--- src/rtl/servo_slew_ctrl.sv ---
// servo_slew_ctrl: frame-synchronous servo pulse-width target tracker with per-frame slew limit
module servo_slew_ctrl #(
  parameter int PERIOD_CYCLES = 2000000,
  parameter int MIN_PULSE = 100000,
  parameter int MAX_PULSE = 200000,
  parameter int PULSE_LSB = 392,
  parameter int STEP = 500,
  parameter int CNT_W = 21
) (
  input  logic             clk_pwm,
  input  logic             clr_pwm,
  input  logic [7:0]       tgt_pos,
  input  logic             tgt_valid,
  output logic             tgt_ready,
  output logic [CNT_W-1:0] pulse_width,
  output logic             pw_update,
  output logic             frame_start,
  output logic             busy
);
  typedef enum logic {IDLE, SLEW} state_t;
  localparam logic [CNT_W-1:0] LAST = CNT_W'(PERIOD_CYCLES - 1);
  localparam logic [CNT_W-1:0] MAXP = CNT_W'(MAX_PULSE);
  localparam logic [CNT_W-1:0] CENTER = CNT_W'((MIN_PULSE + MAX_PULSE) / 2);
  localparam logic [CNT_W-1:0] STEP_W = CNT_W'(STEP);
  localparam logic [CNT_W:0] MIN_X = (CNT_W+1)'(MIN_PULSE);
  localparam logic [CNT_W:0] LSB_X = (CNT_W+1)'(PULSE_LSB);
  state_t state, state_nx;
  logic [CNT_W-1:0] cnt, cur, tgt, cur_nx, tgt_nx, diff, step;
  logic [CNT_W:0] raw;
  logic fs_q, upd_q, wrap, acc, up;
  assign wrap = cnt == LAST;
  assign acc = tgt_valid && tgt_ready;
  always_comb begin
    raw = MIN_X + (CNT_W+1)'(tgt_pos) * LSB_X;
    tgt_nx = acc ? (raw > {1'b0, MAXP} ? MAXP : raw[CNT_W-1:0]) : tgt;
    up = tgt > cur;
    diff = up ? tgt - cur : cur - tgt;
    step = diff < STEP_W ? diff : STEP_W;
    cur_nx = (wrap && state == SLEW) ? (up ? cur + step : cur - step) : cur;
  end
  always_ff @(posedge clk_pwm) begin
    if (!clr_pwm) begin
      cnt <= '0;
      cur <= CENTER;
      tgt <= CENTER;
      fs_q <= 1'b0;
      upd_q <= 1'b0;
    end else begin
      cnt <= wrap ? '0 : cnt + 1'b1;
      cur <= cur_nx;
      tgt <= tgt_nx;
      fs_q <= wrap;
      upd_q <= wrap && state == SLEW;
    end
  end
  always_ff @(posedge clk_pwm) begin
    if (!clr_pwm) state <= IDLE;
    else state <= state_nx;
  end
  always_comb begin
    state_nx = acc ? (tgt_nx == cur ? IDLE : SLEW) : ((wrap && cur_nx == tgt) ? IDLE : state);
  end
  always_comb begin
    tgt_ready = clr_pwm && !wrap;
    pulse_width = clr_pwm ? cur : CENTER;
    frame_start = clr_pwm && fs_q;
    pw_update = clr_pwm && upd_q;
    busy = clr_pwm && state == SLEW;
  end
endmodule

--- config.mk ---
export PLATFORM = sky130hd
export DESIGN_NAME = servo_slew_ctrl
export DESIGN_NICKNAME = d
export VERILOG_FILES = /design/src/rtl/servo_slew_ctrl.sv
export SDC_FILE = /design/constraint.sdc
export NUM_CORES = 1
export LEC_CHECK = 0
export ABC_AREA = 1
export CAP_MARGIN = 10
export CELL_PAD_IN_SITES_DETAIL_PLACEMENT = 0
export CELL_PAD_IN_SITES_GLOBAL_PLACEMENT = 2
export CORE_ASPECT_RATIO = 1.5
export CORE_MARGIN = 2
export CORE_UTILIZATION = 34
export CTS_CLUSTER_SIZE = 24
export DETAILED_ROUTE_END_ITERATION = 8
export GPL_ROUTABILITY_DRIVEN = 1
export PLACE_DENSITY_LB_ADDON = 0.1
export SLEW_MARGIN = 40
export SYNTH_ARGS = -nofsm -noshare
export SYNTH_HDL_FRONTEND = slang
export SYNTH_SLANG_ARGS = --single-unit
export TNS_END_PERCENT = 20
--- constraint.sdc ---
create_clock -name clk_pwm -period 7.93 [get_ports clk_pwm]
set_clock_uncertainty 0.1 [all_clocks]
set_input_delay 1.586 -clock clk_pwm [delete_from_list [all_inputs] [get_ports clk_pwm]]
set_output_delay 1.586 -clock clk_pwm [all_outputs]
set_load 0.005 [all_outputs]
==> results of run 1 <==
-- routing by layer --
layer	share of wire (%)	global-route usage (%)	vias up	wire length, um
li1	-	-	4668	-
met3	2.0	1.55	67	638
met1	39	25.8	4065	12600
met2	53	48.7	161	17200
met5	0	0	-	0
met4	6.1	14.7	0	1960
-- stage by stage --
step / hold slack (ps) / setup slack, ps / total power [mW] / cell area, um2 / cells
5_1_grt: 380 / 108 / 2.64 / 9620 / 1826
6_report: 356 / 803 / 2.41 / 9620 / 1826
2_1_floorplan: 318 / 2320 / 1.59 / 8620 / 1459
3_3_place_gp: 334 / 669 / 2.01 / 9330 / 1810
3_5_place_dp: 352 / 658 / 2.00 / 9340 / 1810
4_1_cts: 366 / 689 / 2.42 / 9620 / 1826
-- final timing paths --
| check | from | to | slack, ps |
|---|---|---|---|
| worst max-delay path | cur[16] | state | 800 |
| worst min-delay path | cnt[0] | cnt[0] | 360 |
| worst max register to register | cur[16] | state | 800 |
| worst min register to register | cnt[0] | cnt[0] | 360 |
-- power breakdown --
group	internal (mW)	switching (mW)	total, mW
Clock	0.243	0.160	0.402
Combinational	0.545	1.10	1.64
Sequential	0.343	0.0160	0.359
Total	1.13	1.28	2.41
-- flip-flops by register name (all words and copies together), names as in the netlist --
register and flops:
cnt 21, cur 21, tgt 21, fs_q 1, state 1, upd_q 1
-- what timing repair did --
| action | in CTS | in global routing |
|---|---|---|
| endpoints found under the setup margin | 0 | 1 |
| endpoints found under the hold margin | 0 | 0 |
| setup buffers | 0 | 0 |
| gates resized for setup | 0 | 1 |
-- cell usage in the layout (no fill, tap or decap), types with 8 or more instances in the layout --
master           count
or2_2                8
nor3_1              15
xnor2_1             13
nand2_1            477
clkdlybuf4s50_1     34
inv_1              239
clkbuf_16            9
xor2_1              58
o21ai_0             49
nor2_1             120
nand4_1             25
dfxtp_1             66
buf_4               12
nand2_2             11
ha_1                93
a21oi_1             80
nand3_1            102
-- layout make-up --
class | instances | share of cell area [%]
tap | 328 | 4.26
clock buffer | 11 | 2.42
timing repair buffer | 47 | 4.52
clock inverter | 5 | 0.572
sequential | 66 | 13.7
multi-input combinational | 1127 | 65.0
inverter | 242 | 9.49
-- cells by family (layout without fill, tap and decap cells) --
group,after synthesis,in the layout,synth area share [%]
DFF,66,66,15.3
buffers and inverters,266,305,12.1
adders and majority gates,99,99,14.9
AOI/OAI and AO/OA,161,161,10.2
xor gates and xnor gates,71,71,7.22
and+or+nand+nor,796,796,40.3
==> metrics.cfg, run 1 <==
[synthesis]
yosys_register_bits = 66
netlist_area_mm2 = 0.00862
syn_inst = 1459
synth-seq-area-share_pct = 15.3
yosys.area.top_type_share_pct = 20.8
synth_commonest_cells = nand2_1 (477), inv_1 (239), nor2_1 (121), nand3_1 (102), ha_1 (93)
yosysWarnings = 0
synth_most_common_cell = nand2_1
async_flop_share_pct = 0
synth.area.top_cells = nand2_1 (21%), dfxtp_1 (15%), ha_1 (14%), inv_1 (10%), nand3_1 (5.9%)
synth_edf_count = 0
yosysTopAreaCell = nand2_1
ys.flop_type = dfxtp_1
synth_cell_types = 47
syn_area_per_cell_um2 = 5.91
syn-num-nets = 1569

[placed_design]
dpl.hpwl_um = 27500
place_congestion = 1.00
io_buffers = 35

[detailed_routing]
ant_nets = 0
route.detailed.drc = 0
vias_per_cell = 4.91
dr_total_vias = 8961
finalWirelength_um = 32400
dr.pass1.iters = 5
first_iter_violations = 428
wl_per_cell_um = 17.7

[timing]
maxSlewViolCount = 0
timing.final.crit_share_pct = 89.9
rsz0062_at_grt = false
period_needed_ps = 7130
finalSetupTns_ps = 0
fmaxAchievable_mhz = 140
hold_viol_final = 0
setup_viol = 0
relSlewSlack_pct = 56.4
worst_pin_slew_ps = 653

[layout]
nFillCells = 2804
syn2layout_area_growth_pct = 11.7
antenna_cells = 0
drive_gt1_share_pct = 5.07
register_area_mm2 = 0.00132
nets = 1603
multi_input_area_mm2 = 0.00625
post-route-util_pct = 38.5

[power_and_ir_drop]
leakagePower_nw = 5.14
cellPowerDensity_mw_per_mm2 = 250
ir_drop_mv = 0.132

[min_path]
min_path_cells = 1
worstHoldPathType = reg2reg

[clocking]
root_buffer = clkbuf_16
hold_buffers = 0
cts_sinks = 66
numCtsBuffers = 9
cts_tree = yes
clk_pin_slew_ps = 60
cts.path.max_buffers = 2
htree_levels = 3
clock_latency_ps = 350

[die]
fp.dieH_um = 199
dieArea_mm2 = 0.0267
rows = 71
start_util_pct = 34.5
core_mm2 = 0.0250
dieWidth_um = 134
ioPinCount = 36

[setup_path]
reg2reg_depth = 37
worstPathArrival_ps = 7240
cpPeakStageDelay_ps = 510
crit_required_ps = 8050
worst-setup-path-type = reg2reg
crit_path_end_kind = flop
worst-path-max-fanout = 26
worst-path-stages = 37
path_common_cell = nand2_1
crit_buf_inv = 3
cpMaxStageDelayCell = dfxtp_1
critPathLaunchType = flop
path_delay_family = simple AND/OR/NAND/NOR gates

[global_routing]
grt_max_degree = 41
grt_pass1_wl_um = 50200
antenna_found_initial = 0
groute.usage.overall_pct = 24.9
grt.overflow.total = 0
grt_pass1_vias = 9118

[flow_run]
cap_viol_max_count = 0

[outcome]
status = completed

Power figures use the tool's default switching activity.
==> inputs of run 2 (changes only) <==
SKIP_LAST_GASP = 1   (was default)
==> results of run 2 <==
The final DEF is identical to that of run 1; final timing and power are the same.
